`config.mk`:
```
export PLATFORM = sky130hd
export DESIGN_NAME = time_set_ctrl
export DESIGN_NICKNAME = d
export VERILOG_FILES = /design/src/rtl/time_set_pkg.sv /design/src/rtl/time_set_ctrl_field_adjust.sv /design/src/rtl/time_set_ctrl.sv
export SDC_FILE = /design/constraint.sdc
export NUM_CORES = 1
export LEC_CHECK = 0
export ABC_AREA = 1
export CORE_MARGIN = 4
export CORE_UTILIZATION = 45
export CTS_CLUSTER_SIZE = 8
export DETAILED_ROUTE_END_ITERATION = 8
export HOLD_SLACK_MARGIN = 0.03
export PLACE_DENSITY = 0.8
export REMOVE_ABC_BUFFERS = 1
export SETUP_SLACK_MARGIN = 0.3
export SLEW_MARGIN = 40
export SYNTH_ARGS = -nofsm -noshare
export SYNTH_HDL_FRONTEND = slang
export SYNTH_SLANG_ARGS = --single-unit
```
`constraint.sdc`:
```
create_clock -name set_clk -period 2.91 [get_ports set_clk]
set_clock_uncertainty 0.2 [all_clocks]
set_input_delay 0.582 -clock set_clk [delete_from_list [all_inputs] [get_ports set_clk]]
set_output_delay 0.582 -clock set_clk [all_outputs]
set_load 0.1 [all_outputs]
```
`src/rtl/time_set_pkg.sv`:
```
// Shared definitions for the time-set controller: FSM state encoding,
// set_field codes and the default field limits.
package time_set_pkg;

    typedef enum logic [2:0] {
        ST_RUN       = 3'd0,
        ST_EDIT_HOUR = 3'd1,
        ST_EDIT_MIN  = 3'd2,
        ST_EDIT_SEC  = 3'd3,
        ST_COMMIT    = 3'd4
    } state_t;

    localparam logic [1:0] FIELD_NONE = 2'd0;
    localparam logic [1:0] FIELD_HOUR = 2'd1;
    localparam logic [1:0] FIELD_MIN  = 2'd2;
    localparam logic [1:0] FIELD_SEC  = 2'd3;

    localparam int HOUR_MAX_DEF   = 23;
    localparam int MINSEC_MAX_DEF = 59;

    function automatic logic is_edit(input state_t s);
        return (s == ST_EDIT_HOUR) || (s == ST_EDIT_MIN) || (s == ST_EDIT_SEC);
    endfunction

endpackage

```
`src/rtl/time_set_ctrl_field_adjust.sv`:
```
// Combinational wrap-around increment/decrement of one time field.
// A value already above max_value snaps to 0 on any adjust.
module field_adjust (
    input  logic [5:0] value,
    input  logic [5:0] max_value,
    input  logic       up,
    input  logic       down,
    output logic [5:0] value_next
);

    // Up and down together cancel; otherwise wrap at the field limit.
    always_comb begin
        value_next = value;
        if (up && !down) begin
            if (value >= max_value) value_next = '0;
            else                    value_next = value + 6'd1;
        end else if (down && !up) begin
            if (value > max_value)  value_next = '0;
            else if (value == '0)   value_next = max_value;
            else                    value_next = value - 6'd1;
        end
    end

endmodule

```
`src/rtl/time_set_ctrl.sv`:
```
// Time-set controller: mode key walks hour -> min -> sec -> commit, up/down
// keys edit a shadow copy of the live time, commit strobes set_load.
// Optional edit timeout enabled by defining TIME_SET_TIMEOUT_EN.
//
// state     | meaning
// ----------+---------------------------------------------
// RUN       | idle, shadow time held, no field selected
// EDIT_HOUR | editing hour field
// EDIT_MIN  | editing minute field
// EDIT_SEC  | editing second field
// COMMIT    | one-cycle set_load strobe, then back to RUN
module time_set_ctrl
    import time_set_pkg::*;
#(
    parameter int HOUR_MAX      = HOUR_MAX_DEF,
    parameter int MINSEC_MAX    = MINSEC_MAX_DEF,
    parameter int TIMEOUT_TICKS = 20
) (
    input  logic       set_clk,
    input  logic       set_rst,
    input  logic       set_mode_pulse,
    input  logic       set_up_pulse,
    input  logic       set_down_pulse,
    input  logic       set_blink_tick,
    input  logic [4:0] set_hour_in,
    input  logic [5:0] set_min_in,
    input  logic [5:0] set_sec_in,
    output logic [4:0] set_hour_out,
    output logic [5:0] set_min_out,
    output logic [5:0] set_sec_out,
    output logic       set_load,
    output logic [1:0] set_field,
    output logic       set_blink,
    output logic       set_active
);

    if (TIMEOUT_TICKS < 1 || HOUR_MAX > 31 || MINSEC_MAX > 63) begin : g_bad_params
        $error("time_set_ctrl: parameter out of range");
    end

    state_t     state, state_next;
    logic [4:0] hour_q;
    logic [5:0] min_q, sec_q;
    logic       blink_q, blink_next;
    logic [5:0] cur_value, cur_max, adj_value;
    logic       any_key, adjust_req, edit_now, timeout_hit;

    assign any_key    = set_mode_pulse | set_up_pulse | set_down_pulse;
    // Mode beats any adjust pulse; up with down cancels out.
    assign adjust_req = !set_mode_pulse && (set_up_pulse ^ set_down_pulse);
    assign edit_now   = is_edit(state);

`ifdef TIME_SET_TIMEOUT_EN
    localparam int TO_W = $clog2(TIMEOUT_TICKS + 1);
    logic [TO_W-1:0] to_cnt;

    assign timeout_hit = edit_now && !any_key && set_blink_tick &&
                         (to_cnt == TO_W'(TIMEOUT_TICKS - 1));

    // Count idle blink ticks while editing; any key or state change restarts.
    always_ff @(posedge set_clk or posedge set_rst) begin
        if (set_rst)                                         to_cnt <= '0;
        else if (!edit_now || any_key || state_next != state) to_cnt <= '0;
        else if (set_blink_tick)                             to_cnt <= to_cnt + TO_W'(1);
    end
`else
    assign timeout_hit = 1'b0;
`endif

    // Select the field under edit and its limit for the shared adjuster.
    always_comb begin
        cur_value = '0;
        cur_max   = '0;
        case (state)
            ST_EDIT_HOUR: begin cur_value = {1'b0, hour_q}; cur_max = 6'(HOUR_MAX);   end
            ST_EDIT_MIN:  begin cur_value = min_q;          cur_max = 6'(MINSEC_MAX); end
            ST_EDIT_SEC:  begin cur_value = sec_q;          cur_max = 6'(MINSEC_MAX); end
            default:      ;
        endcase
    end

    field_adjust u_field_adjust (
        .value      (cur_value),
        .max_value  (cur_max),
        .up         (set_up_pulse),
        .down       (set_down_pulse),
        .value_next (adj_value)
    );

    // Next-state, blink and state-decoded outputs.
    always_comb begin
        state_next = state;
        set_load   = 1'b0;
        set_field  = FIELD_NONE;
        set_active = 1'b0;
        case (state)
            ST_RUN: if (set_mode_pulse) state_next = ST_EDIT_HOUR;
            ST_EDIT_HOUR: begin
                set_field  = FIELD_HOUR;
                set_active = 1'b1;
                if (set_mode_pulse)   state_next = ST_EDIT_MIN;
                else if (timeout_hit) state_next = ST_RUN;
            end
            ST_EDIT_MIN: begin
                set_field  = FIELD_MIN;
                set_active = 1'b1;
                if (set_mode_pulse)   state_next = ST_EDIT_SEC;
                else if (timeout_hit) state_next = ST_RUN;
            end
            ST_EDIT_SEC: begin
                set_field  = FIELD_SEC;
                set_active = 1'b1;
                if (set_mode_pulse)   state_next = ST_COMMIT;
                else if (timeout_hit) state_next = ST_RUN;
            end
            ST_COMMIT: begin
                set_load   = 1'b1;
                state_next = ST_RUN;
            end
            default: state_next = ST_RUN;
        endcase

        if (!is_edit(state_next) || state_next != state || any_key) blink_next = 1'b0;
        else if (set_blink_tick)                                    blink_next = ~blink_q;
        else                                                        blink_next = blink_q;
    end

    // State, blink and shadow registers: capture on edit entry, adjust in edit.
    always_ff @(posedge set_clk or posedge set_rst) begin
        if (set_rst) begin
            state   <= ST_RUN;
            blink_q <= 1'b0;
            hour_q  <= '0;
            min_q   <= '0;
            sec_q   <= '0;
        end else begin
            state   <= state_next;
            blink_q <= blink_next;
            if (state == ST_RUN && set_mode_pulse) begin
                hour_q <= set_hour_in;
                min_q  <= set_min_in;
                sec_q  <= set_sec_in;
            end else if (edit_now && adjust_req) begin
                case (state)
                    ST_EDIT_HOUR: hour_q <= adj_value[4:0];
                    ST_EDIT_MIN:  min_q  <= adj_value;
                    ST_EDIT_SEC:  sec_q  <= adj_value;
                    default:      ;
                endcase
            end
        end
    end

    assign set_hour_out = hour_q;
    assign set_min_out  = min_q;
    assign set_sec_out  = sec_q;
    assign set_blink    = blink_q;

endmodule

```
==> qor.txt <==
Status: complete, no violations
CTS H-Tree Depth: 1
GP Congestion: 1.054
WHS Path Cells: 2
CTS tree: done
Critical path class: reg2reg
DR vias: 2,260
Finish-stage setup viols: 0
Share of cells above drive strength 1: 27.38%
Max Cap Viol: 0
Avg Inst Size Synth: 6.567 um2
Cts hold-fix bufs: 0
Fill count: 327
Router iterations before antenna repair: 6
DR iter-0 viols: 179
RSZ-0062 raised after global routing: false
First-pass GRT wire length: 9356 um
Clock latency on the worst-skew pair: 0.26 ns
Synth top area share: 28.38%
Slowest stage cell, crit path: dfrtp_2
CTS root buf: clkbuf_8
Critical Path RT: 2.85 ns
Synth-to-Final Area Change: 40.81%
Die height: 72.15 um
Antenna Cells: 0
Worst r2r path cells: 15
Largest net degree at the start of global routing: 22
Tcrit/Tclk final: 87.00%
Total clock sinks: 21
I/O pin count: 45
Starting Density: 46.29%
R2R Setup Slk: 0.38 ns
Setup ws final: 0.3782 ns
Hold Fails Final Rpt: 0
Via/cell ratio: 5.693
Core Area: 4000 um2
Fin nets: 378
Critical Path Max Stage Delay: 0.47 ns
Post-Route WL: 6161 um
Slew at the pin with the worst max-slew slack: 0.5509 ns
All-Layer GR Usage: 22.12%
Pre-CTS setup slack: 0.2800 ns
Hold_sp: set_sec_out[4]
Worst path cell trace: inv_4 > buf_4 > nand2_2 > nor2_1 > nor2_4 > ha_4 > inv_1 > nor2_2 > nand3_2 > o21ai_1 > a21oi_2 > o21ai_1 > nand2_2 > nand3_1 > nand3_1
Avg WL per Cell: 15.52 um
Yosys warning total: 0
Port-buffer cells: 44
Area leader, netlist: dfrtp_1
Cell variety after synth: 29
Synth area leaders: dfrtp_1 28%, nand2_1 16%, nand3_1 11%
Num CTS Buffers: 3
Die Area: 5206 um2
Rel. slew slack: 63.27%
Post-route ant nets: 0
Reg2reg end: set_hour_out[0]
Vias in the first global route: 2,009
Row count: 23
Yosys reg bits: 21
Worst Hold Endpoint: set_sec_out[4]
Worst endpoint data arrival time: 2.47 ns
Maximum clock path buffer count: 2
Initial antenna violation count: 0
Crit-path max FO: 6
Post-DP HPWL: 4529 um
FMAX: 395.0 MHz
WP buf/inv: 3
Worst r2r src: state[1]
Cells after Synth: 282
Crit. End Element: flop
Final min period: 2.532 ns
Drc violations: 0
Die width: 72.15 um
Clock slew at reported path FFs: 0.08 ns
GRT Residual Overflow: 0
Post-layout util: 65.19%
Post-Synthesis Cell Area: 1852 um2
Startpoint Class: flop
Sequential area share after synthesis: 28.38%
Fin. max-slew vios: 0
CP delay by family, top: simple AND/OR/NAND/NOR gates
Class of the worst hold path: reg2reg
Hold_ws: 0.3483 ns
-- timing repair --
action / in CTS / in global routing
pin swaps: 0 / 5
hold endpoints to repair: 0 / 0
endpoints found under the setup margin: 10 / 17
setup buffers: 0 / 11
resized for setup: 2 / 25
-- worst max-delay path by stage --
stage / start / end / slack (ns) / cells past startpoint
CTS: state[2] / set_hour_out[0] / 0.31 / 15
global route: state[2] / set_sec_out[5] / 0.22 / 16
floorplan: set_mode_pulse / set_hour_out[0] / -0.38 / 6
detailed placement: set_up_pulse / set_sec_out[1] / 0.28 / 10
finish: state[1] / set_hour_out[0] / 0.38 / 15
global placement: state[0] / set_sec_out[3] / 0.26 / 17
-- metrics by stage --
stage                     cells  area (um2)  TNS, ns
after detailed placement    382        2380        0
final                       397        2608        0
after floorplan             277        1832   -5.587
after CTS                   386        2429        0
after global routing        397        2608        0
after global placement      382        2380        0
-- flip-flops by register name (all words and copies together), names as in the netlist --
signal / flops
set_sec_out: 6
state: 3
set_blink: 1
set_hour_out: 5
set_min_out: 6
-- worst reg2reg max path: stages, from the launching register on --
cell and delay (ns):
dfrtp_2 0.47, inv_4 0.08, buf_4 0.14, nand2_2 0.13, nor2_1 0.09, nor2_4 0.17, ha_4 0.17, inv_1 0.05
nor2_2 0.13, nand3_2 0.13, o21ai_1 0.20, a21oi_2 0.07, o21ai_1 0.10, nand2_2 0.10, nand3_1 0.10, nand3_1 0.07
-- kinds of logic (layout without fill, tap and decap cells) --
| group | after synthesis | after routing | share of synthesized area (%) |
|---|---|---|---|
| xor+xnor | 5 | 5 | 2.365 |
| simple gates | 175 | 175 | 44.87 |
| flops | 21 | 21 | 28.38 |
| compound gates | 29 | 29 | 10.47 |
| fa+ha+maj | 7 | 7 | 4.730 |
| buf+inv | 45 | 110 | 9.188 |
-- cell usage in the layout, fill, tap and decap left out, types with 4 or more instances in the layout --
cell type | netlist | final
nand4_1 | 13 | 13
a21oi_2 | 3 | 4
nor2_2 | 5 | 7
nor2_1 | 22 | 19
nand3_2 | 4 | 7
nor2_4 | 3 | 4
inv_1 | 37 | 35
clkdlybuf4s50_1 | 0 | 22
nand2_1 | 78 | 73
o21ai_0 | 10 | 10
nand3_1 | 40 | 37
dfrtp_1 | 21 | 19
ha_1 | 7 | 6
nand2_2 | 4 | 8
buf_4 | 0 | 42
-- metal layers --
layer  track usage (%)  vias up  wire, um
li1                  -     1057         -
met4             5.219        0       164
met5                 0        -         0
met2             37.61      135      3088
met1             29.77     1046      2410
met3             2.909       22       497
-- cell usage after synthesis (all sizes together) --
master / number
o211ai: 1
or2: 1
dfrtp: 21
ha: 7
clkbuf: 3
xor2: 3
o2111ai: 1
nor2: 30
nand4: 13
nor3: 4
a21oi: 10
o21ai: 14
nand3: 45
xnor2: 2
inv: 40
nand2: 82
a22o: 3
buf: 2
-- area by class of cell --
cell class	instances	area [um2]	share of cell area, %
Multi-Input combinational cell	216	1256	48.18
Timing Repair Buffer	66	560.5	21.50
Sequential cell	21	528.0	20.25
Inverter	40	155.1	5.950
Tap cell	50	62.56	2.399
Clock buffer	4	45.04	1.727
Power is left out: the tool's default activity adds up to more than one toggle a clock period on the data nets, which glitch-free logic cannot reach.
